## src/rtl/opc6_bus_ctrl.sv

```systemverilog
// Purpose : bus controller between opc6cpu and the memory/IO fabric (wait states, IO handshake).
// Latency : memory access = ws+2 clocks after the IDLE decode cycle; IO = ack delay + 2, or IO_TIMEOUT + 1 on abort.
// Backpr. : stalls the CPU by holding cpu_clken low until the access completes; internal cycles are free.
//
// Ports
//   clk, reset_b                 clock (rising edge) and asynchronous active-low reset
//   cpu_address/dout/rnw         CPU address, write data and direction (1 = read)
//   cpu_vpa/vda/vio              cycle qualifiers: opcode fetch, memory data, IO data
//   cpu_din, cpu_clken           read data back to the CPU and CPU clock enable
//   mem_addr/wdata/ce/we/rdata   memory port; rdata valid ws cycles after mem_ce rises
//   io_addr/wdata/rnw/req/ack/rdata  IO port with req/ack handshake
//   bus_err                      one-cycle pulse when an IO access times out
module opc6_bus_ctrl #(
  parameter logic [15:0] ROM_BASE   = 16'hF000,
  parameter int unsigned ROM_WS     = 2,
  parameter int unsigned RAM_WS     = 0,
  parameter int unsigned IO_TIMEOUT = 64
) (
  input  logic        clk,
  input  logic        reset_b,
  // CPU side
  input  logic [15:0] cpu_address,
  input  logic [15:0] cpu_dout,
  input  logic        cpu_rnw,
  input  logic        cpu_vpa,
  input  logic        cpu_vda,
  input  logic        cpu_vio,
  output logic [15:0] cpu_din,
  output logic        cpu_clken,
  // memory side
  output logic [15:0] mem_addr,
  output logic [15:0] mem_wdata,
  output logic        mem_ce,
  output logic        mem_we,
  input  logic [15:0] mem_rdata,
  // IO side
  output logic [7:0]  io_addr,
  output logic [15:0] io_wdata,
  output logic        io_rnw,
  output logic        io_req,
  input  logic        io_ack,
  input  logic [15:0] io_rdata,
  output logic        bus_err
);

  typedef enum logic [1:0] {
    IDLE   = 2'd0,
    MWAIT  = 2'd1,
    IOWAIT = 2'd2,
    DONE   = 2'd3
  } state_t;

  localparam logic [3:0] ROM_WS_C = 4'(ROM_WS);
  localparam logic [3:0] RAM_WS_C = 4'(RAM_WS);
  // Last timeout count still allowed to wait; an unacked request at this count aborts.
  localparam logic [7:0] TMO_LAST = 8'(IO_TIMEOUT - 1);

  state_t      state_q, state_d;
  logic [3:0]  wait_cnt_q, wait_cnt_d;
  logic [7:0]  tmo_cnt_q, tmo_cnt_d;
  logic [15:0] din_q, din_d;
  logic        mem_ce_q, mem_ce_d;
  logic        mem_we_q, mem_we_d;
  logic        io_req_q, io_req_d;
  logic        bus_err_q, bus_err_d;

  logic        any_cycle;
  logic        mem_cycle;
  logic        in_rom;

  assign any_cycle = cpu_vpa | cpu_vda | cpu_vio;
  // IO qualifier wins when the CPU raises vio together with vpa/vda.
  assign mem_cycle = (cpu_vpa | cpu_vda) & ~cpu_vio;
  assign in_rom    = (cpu_address >= ROM_BASE);

  // ---------------------------------------------------------------------------
  // State and datapath registers
  // ---------------------------------------------------------------------------
  always_ff @(posedge clk or negedge reset_b) begin
    if (!reset_b) begin
      state_q    <= IDLE;
      wait_cnt_q <= 4'd0;
      tmo_cnt_q  <= 8'd0;
      din_q      <= 16'd0;
      mem_ce_q   <= 1'b0;
      mem_we_q   <= 1'b0;
      io_req_q   <= 1'b0;
      bus_err_q  <= 1'b0;
    end else begin
      state_q    <= state_d;
      wait_cnt_q <= wait_cnt_d;
      tmo_cnt_q  <= tmo_cnt_d;
      din_q      <= din_d;
      mem_ce_q   <= mem_ce_d;
      mem_we_q   <= mem_we_d;
      io_req_q   <= io_req_d;
      bus_err_q  <= bus_err_d;
    end
  end

  // ---------------------------------------------------------------------------
  // Next-state logic
  // ---------------------------------------------------------------------------
  always_comb begin
    state_d = state_q;
    case (state_q)
      IDLE: begin
        if (cpu_vio) begin
          // A still-high ack belongs to the previous handshake; wait for it to close.
          if (!io_ack) state_d = IOWAIT;
        end else if (mem_cycle) begin
          state_d = MWAIT;
        end
      end
      MWAIT: begin
        if (wait_cnt_q == 4'd0) state_d = DONE;
      end
      IOWAIT: begin
        if (io_ack || (tmo_cnt_q == TMO_LAST)) state_d = DONE;
      end
      DONE:    state_d = IDLE;
      default: state_d = IDLE;
    endcase
  end

  // ---------------------------------------------------------------------------
  // Output / datapath next values
  // ---------------------------------------------------------------------------
  always_comb begin
    wait_cnt_d = wait_cnt_q;
    tmo_cnt_d  = tmo_cnt_q;
    din_d      = din_q;
    mem_ce_d   = mem_ce_q;
    mem_we_d   = mem_we_q;
    io_req_d   = io_req_q;
    bus_err_d  = 1'b0;

    case (state_q)
      IDLE: begin
        mem_ce_d = 1'b0;
        mem_we_d = 1'b0;
        io_req_d = 1'b0;
        if (cpu_vio) begin
          if (!io_ack) begin
            io_req_d  = 1'b1;
            tmo_cnt_d = 8'd0;
          end
        end else if (mem_cycle) begin
          mem_ce_d   = 1'b1;
          mem_we_d   = ~cpu_rnw;
          wait_cnt_d = in_rom ? ROM_WS_C : RAM_WS_C;
        end
      end

      MWAIT: begin
        if (wait_cnt_q == 4'd0) begin
          mem_ce_d = 1'b0;
          if (cpu_rnw) din_d = mem_rdata;
        end else begin
          wait_cnt_d = wait_cnt_q - 4'd1;
        end
      end

      IOWAIT: begin
        if (io_ack) begin
          // Ack beats a coincident timeout: the transfer really happened.
          io_req_d = 1'b0;
          if (cpu_rnw) din_d = io_rdata;
        end else begin
          tmo_cnt_d = tmo_cnt_q + 8'd1;
          if (tmo_cnt_q == TMO_LAST) begin
            io_req_d  = 1'b0;
            bus_err_d = 1'b1;
            if (cpu_rnw) din_d = 16'hFFFF;
          end
        end
      end

      DONE: begin
        // mem_we stays up through DONE and drops with the return to IDLE.
        mem_ce_d = 1'b0;
        mem_we_d = 1'b0;
        io_req_d = 1'b0;
      end

      default: begin
        mem_ce_d = 1'b0;
        mem_we_d = 1'b0;
        io_req_d = 1'b0;
      end
    endcase
  end

  // cpu_clken is held high during reset so the CPU's clken-gated reset logic keeps running.
  assign cpu_clken = ~reset_b
                   | (state_q == DONE)
                   | ((state_q == IDLE) & ~any_cycle);

  assign cpu_din   = din_q;
  assign mem_addr  = cpu_address;
  assign mem_wdata = cpu_dout;
  assign mem_ce    = mem_ce_q;
  assign mem_we    = mem_we_q;
  assign io_addr   = cpu_address[7:0];
  assign io_wdata  = cpu_dout;
  assign io_rnw    = cpu_rnw;
  assign io_req    = io_req_q;
  assign bus_err   = bus_err_q;

endmodule

```

## config.mk

```make
export PLATFORM = sky130hd
export DESIGN_NAME = opc6_bus_ctrl
export DESIGN_NICKNAME = d
export VERILOG_FILES = /design/src/rtl/opc6_bus_ctrl.sv
export SDC_FILE = /design/constraint.sdc
export NUM_CORES = 1
export LEC_CHECK = 0
export ABC_AREA = 1
export CAP_MARGIN = 0
export CORE_ASPECT_RATIO = 0.6
export CORE_UTILIZATION = 41
export CTS_BUF_LIST = sky130_fd_sc_hd__clkbuf_8
export CTS_CLUSTER_SIZE = 12
export DETAILED_ROUTE_END_ITERATION = 8
export GPL_TIMING_DRIVEN = 1
export PLACE_DENSITY = 0.9
export REMOVE_ABC_BUFFERS = 1
export SYNTH_ARGS = -nofsm -noshare
export SYNTH_HDL_FRONTEND = slang
export SYNTH_SLANG_ARGS = --single-unit
```

## constraint.sdc

```tcl
create_clock -name clk -period 3.65 [get_ports clk]
set_clock_uncertainty 0.1 [all_clocks]
set_input_delay 0.73 -clock clk [delete_from_list [all_inputs] [get_ports clk]]
set_output_delay 0.73 -clock clk [all_outputs]
set_load 0.005 [all_outputs]
```

==> results.py, run 1 <==
metrics = {
    "status": {
        "outcome": "finished, final reports clean",
    },
    "synthesis": {
        "synth_area_um2": 2350,
        "synth_compound_area_share_pct": 12.2,
        "yosysTopAreaCellShare_pct": 36.3,
        "synthDistinctLibCells": 24,
        "synth_top_family_by_area": "simple AND/OR/NAND/NOR gates",
        "synth_area_leader_cell": "dfrtp_1",
        "syn-mean-instance-area_um2": 8.01,
        "synth-simple-area-share_pct": 23.9,
        "syn_inst": 293,
        "synth_fa_ha_area_share_pct": 3.73,
        "synth_seq_cells": 34,
        "synthTopCellsByArea": "dfrtp_1, buf_4, nand2_1, o22a_1, nand4_1",
        "yosysWarnings": 0,
        "synthXorXnorAreaFrac_pct": 0.373,
        "synth_seq_area_share_pct": 36.3,
        "synthMuxAreaShare_pct": 0,
    },
    "cells_and_area": {
        "multi_input_area_um2": 943,
        "area_growth_pct": 17.3,
        "layout-drive-gt1-share_pct": 6.19,
        "num_antenna_cells": 0,
        "layout.area.seq_um2": 851,
        "fill_cells": 511,
        "nets": 385,
        "final_core_util_pct": 52.1,
        "layout.cells.most_common": "nand2_1",
        "finalNonFillerCells": 384,
        "layout_common_cells": "nand2_1, clkdlybuf4s50_1, dfrtp_1, inv_1, nand4_1",
    },
    "sta": {
        "worst_pin_slew_ns": 0.557,
        "hold_ws_ns": 0.370,
        "drv_slew": 0,
        "final-setup-viol-count": 0,
        "hold_viol_final": 0,
        "slew_headroom_pct": 62.8,
        "period_share_pct": 88.6,
        "min_period_ns": 3.23,
        "rsz0062_at_grt": "false",
        "fmax_ghz": 0.309,
        "fin_tns_setup_ns": 0,
    },
    "routing": {
        "drc": 0,
        "drt_iter0_markers": 103,
        "route.vias.total": 2018,
        "dr.pass1.iters": 6,
        "wl_met3_um": 1040,
        "wl_met2_um": 2660,
        "avgRoutedWirePerCell_um": 17.9,
        "vias_per_cell": 5.26,
        "ant_nets": 0,
        "wl_met1_um": 3060,
        "highest_layer": "met5",
        "route.final.wire_length_um": 6890,
    },
    "floorplanning": {
        "start_util_pct": 44.4,
        "core_area_um2": 5280,
        "die_w_um": 99.7,
        "ios": 149,
        "die_h_um": 60.6,
        "num_rows": 20,
        "dieArea_um2": 6040,
    },
    "placement": {
        "gp_congestion": 0.848,
        "hpwl_um": 5300,
        "place_inst": 377,
        "port_buffers": 68,
    },
    "global_routing": {
        "antenna_found_initial": 0,
        "grt_pass1_wl_um": 10500,
        "grt_overflow": 0,
        "grt_pass1_vias": 1902,
        "grt_usage_pct": 24.1,
        "grt_max_degree": 35,
    },
    "setup_path": {
        "path_class": "input port to output port",
        "crit_arrival_ns": 2.40,
        "r2r_cells": 8,
        "rr_startpoint": "state_q[0]",
        "reg2reg_to": "cpu_din[13]",
        "endpoint_kind": "output port",
        "critical_path_required_ns": 2.82,
        "path_max_fanout": 5,
        "cp-start-kind": "input port",
        "rrSetupSlack_ns": 1.52,
    },
    "clocking": {
        "cts_max_level": 2,
        "clock_path_buffers": 2,
        "clock_latency_ns": 0.28,
        "hold_buffers": 0,
        "cts_root_buffer": "clkbuf_8",
        "cts_tree": "yes",
        "cts_resized": 0,
        "clock_sinks": 34,
        "cts_buffers": 5,
        "clk_pin_slew_ns": 0.06,
        "cts_setup_buffers": 0,
    },
    "power_and_ir_drop": {
        "leakage_nw": 1.26,
        "finalPower_mw": 1.98,
        "p_per_area_nw_per_um2": 721,
        "ir_drop_mv": 0.287,
    },
    "hold_path": {
        "min_from": "cpu_din[15]",
        "worstHoldPathCells": 2,
        "hold_path_class": "flip-flop to flip-flop",
        "worstHoldEndpoint": "cpu_din[15]",
    },
    "flow_run": {
        "max-cap-violations": 0,
    },
}
-- metrics by stage --
step	area (um2)	setup slack, ns
final	2750	0.416
after global routing	2750	0.281
after CTS	2750	0.459
after detailed placement	2680	0.476
after global placement	2680	0.578
after floorplan	1880	1.55
-- flip-flops by register name, summed over array words and instances (netlist names) --
| name | flops |
|---|---|
| tmo_cnt_q | 8 |
| mem_we | 1 |
| state_q | 2 |
| io_req | 1 |
| wait_cnt_q | 4 |
| bus_err | 1 |
| cpu_din | 16 |
| mem_ce | 1 |
-- per-layer routing --
| layer | global-route usage (%) | vias up |
|---|---|---|
| met5 | 10.8 | - |
| met2 | 31.3 | 118 |
| met3 | 17.1 | 9 |
| met4 | 6.72 | 2 |
| li1 | - | 942 |
| met1 | 30.4 | 947 |
-- how the worst max path moves through the flow --
stage	startpoint	depth (start not counted)	endpoint
final	cpu_vio	5	cpu_clken
after detailed placement	cpu_vio	5	cpu_clken
after global placement	cpu_vio	5	cpu_clken
after floorplan	state_q[0]	9	tmo_cnt_q[5]
after global routing	cpu_vio	5	cpu_clken
after CTS	cpu_vio	5	cpu_clken
-- report_power, final --
| part | leakage (nW) | total (mW) | internal (mW) | switching, mW |
|---|---|---|---|---|
| logic | 0.782 | 1.10 | 0.503 | 0.597 |
| clock network | 0.0466 | 0.250 | 0.126 | 0.124 |
| registers | 0.435 | 0.635 | 0.536 | 0.0987 |
| total | 1.26 | 1.98 | 1.16 | 0.819 |
-- cell usage after synthesis (all sizes together) --
cell,instances
a21oi,8
buf,59
clkbuf,5
dfrtp,34
ha,7
inv,23
nand2,71
nand3,11
nand4,20
nor2,17
nor3,2
o211ai,1
o21a,1
o21ai,13
o22a,16
o22ai,1
o311ai,1
or2,2
xor2,1
-- layout make-up --
class | instances | area share (%)
Tap cell | 77 | 3.50
Multi-Input combinational cell | 172 | 34.3
Inverter | 23 | 3.14
Sequential cell | 34 | 30.9
Timing Repair Buffer | 71 | 25.4
Clock buffer | 5 | 2.50
Clock inverter | 2 | 0.273
-- cells by family (layout without fill, tap and decap cells) --
family	after synthesis	in the layout
AOI/OAI and AO/OA	41	41
xor gates and xnor gates	1	1
adders and majority gates	7	7
buffers and inverters	87	101
DFF	34	34
and+or+nand+nor	123	123
-- critical path, cell delays in order --
cell and delay [ns]:
clkdlybuf4s50_1 0.48, inv_1 0.15, nand2_1 0.15, o311ai_0 0.33, clkdlybuf4s50_1 0.57
Power figures use the tool's default switching activity.
==> run 2, diff against run 1 <==
--- a/config.mk
+++ b/config.mk
@@ -12,6 +12,7 @@
 export CTS_BUF_LIST = sky130_fd_sc_hd__clkbuf_8
 export CTS_CLUSTER_SIZE = 12
 export DETAILED_ROUTE_END_ITERATION = 8
+export GPL_ROUTABILITY_DRIVEN = 0
 export GPL_TIMING_DRIVEN = 1
 export PLACE_DENSITY = 0.9
 export REMOVE_ABC_BUFFERS = 1
==> constraint.sdc (replaced) <==
create_clock -name clk -period 3.65 [get_ports clk]
set_clock_uncertainty 0.1 [all_clocks]
set_input_delay 0.73 -clock clk [delete_from_list [all_inputs] [get_ports clk]]
set_output_delay 0.73 -clock clk [all_outputs]
set_load 0.1 [all_outputs]
==> run 2 against run 1 <==
Sequential power hardly changed. Highest routed layer unchanged. Clock power up 12%. Routed wire length grew 1.6%. Critical path type unchanged.
==> results.py, run 2 (synthesis results as in run 1) <==
metrics = {
    "sta": {
        "period_share_pct": 86.2,
        "fmax_ghz": 0.318,
        "slew_headroom_pct": 33.2,
        "min_period_ns": 3.14,
        "worst_pin_slew_ns": 0.998,
        "hold_ws_ns": 0.372,
        "drv_slew": 0,
        "hold_viol_final": 0,
        "final-setup-viol-count": 0,
        "rsz0062_at_grt": "false",
    },
    "setup_path": {
        "crit_arrival_ns": 2.31,
        "critical_path_required_ns": 2.82,
        "endpoint_kind": "output port",
        "cp_cell_sequence": "clkdlybuf4s50_1 > inv_1 > nand2_1 > o311ai_0 > buf_12",
        "path_max_fanout": 5,
        "cp_top_family": "buffers and inverters",
        "slowest_stage": "o311ai_0",
        "cp-start-kind": "input port",
        "cp_num_buf_inv": 3,
        "critPathMaxStageDelay_ns": 0.61,
        "path_class": "input port to output port",
    },
    "floorplanning": {
        "dieArea_um2": 6040,
        "die_w_um": 99.7,
        "num_rows": 20,
        "ios": 149,
        "die_h_um": 60.6,
        "core_area_um2": 5280,
        "start_util_pct": 44.4,
    },
    "clocking": {
        "clock_sinks": 34,
        "hold_buffers": 0,
        "clock_latency_ns": 0.28,
        "cts_tree": "yes",
        "cts_root_buffer": "clkbuf_8",
        "cts_setup_buffers": 0,
        "cts_buffers": 5,
        "cts_max_level": 2,
        "clk_pin_slew_ns": 0.07,
        "cts_resized": 0,
        "clock_path_buffers": 2,
    },
    "global_routing": {
        "antenna_found_initial": 0,
        "grt_usage_pct": 24.0,
        "grt_max_degree": 35,
        "grt_pass1_wl_um": 10500,
        "grt_overflow": 0,
        "grt_pass1_vias": 1871,
    },
    "routing": {
        "vias_per_cell": 5.30,
        "route.vias.total": 2034,
        "drt_iter0_markers": 150,
        "dr.pass1.iters": 5,
        "route.final.wire_length_um": 7000,
        "avgRoutedWirePerCell_um": 18.2,
        "ant_nets": 0,
        "drc": 0,
    },
    "cells_and_area": {
        "finalNonFillerCells": 384,
        "layout_common_cells": "nand2_1, clkdlybuf4s50_1, dfrtp_1, inv_1, nand4_1",
        "area_growth_pct": 17.5,
        "layout.area.seq_um2": 851,
        "layout-drive-gt1-share_pct": 8.47,
        "layout.cells.most_common": "nand2_1",
        "largest_reg_flops": 16,
        "multi_input_area_um2": 943,
        "nets": 384,
        "final_core_util_pct": 52.2,
        "num_antenna_cells": 0,
        "fill_cells": 512,
    },
    "flow_run": {
        "max-cap-violations": 0,
    },
    "placement": {
        "port_buffers": 68,
        "place_inst": 376,
        "hpwl_um": 5360,
    },
    "power_and_ir_drop": {
        "leakage_nw": 1.27,
        "finalPower_mw": 2.80,
        "p_per_area_nw_per_um2": 1020,
        "ir_drop_mv": 0.388,
    },
    "hold_path": {
        "hold_path_class": "flip-flop to flip-flop",
    },
    "status": {
        "outcome": "finished, final reports clean",
    },
}
==> run 2: cell count changes in the layout (fill, tap and decap cells not counted) <==
cell,delta
buf_12,+1
inv_1,-1
clkbuf_8,+1
buf_4,+4
clkdlybuf4s50_1,-6
clkinv_2,+1
==> run 2: worst register-to-register path, stage by stage, from the launching register on <==
cell and delay [ns]:
dfrtp_1 0.41, inv_1 0.10, ha_1 0.44, inv_1 0.18
nand2_1 0.51, nand3_4 0.30, nand2_1 0.13, nand2_1 0.06
==> run 2: through the flow <==
stage          setup WS [ns]  area [um2]  TNS [ns]
3_3_place_gp           0.639        2670         0
4_1_cts                0.542        2760         0
2_1_floorplan          -1.56        1880     -1.56
3_5_place_dp           0.543        2670         0
6_report               0.505        2760         0
5_1_grt                0.465        2760         0
==> run 2: worst paths after layout <==
check / startpoint / end / slack (ns) / cells after the start
max: cpu_vio / cpu_clken / 0.51 / 5
min: cpu_din[13] / cpu_din[13] / 0.37 / 2
max reg2reg: state_q[0] / cpu_din[5] / 1.30 / 7
min reg2reg: cpu_din[13] / cpu_din[13] / 0.37 / 2
max in group asynchronous: reset_b / state_q[0] / 2.70 / 2
min in group asynchronous: reset_b / tmo_cnt_q[2] / 0.42 / 2
==> run 2: power by group <==
part	internal, mW	total, mW	leakage, nW	switching, mW
Combinational	0.499	1.89	0.787	1.39
Clock	0.149	0.279	0.0524	0.129
Sequential	0.536	0.633	0.435	0.0974
Total	1.18	2.80	1.27	1.62
==> run 2: area by class of cell <==
| type | count | share of cell area [%] |
|---|---|---|
| clock buffer | 6 | 3.00 |
| inverter | 23 | 3.13 |
| multi-input combinational | 172 | 34.2 |
| tap | 77 | 3.50 |
| timing repair buffer | 70 | 25.0 |
| sequential | 34 | 30.9 |
| clock inverter | 2 | 0.318 |
==> run 2: per-layer routing <==
layer / GRT usage [%] / share of wire [%]
met1: 30.6 / 44
met2: 31.9 / 39
met3: 16.6 / 15
met4: 5.46 / 1.1
met5: 10.8 / 0.73
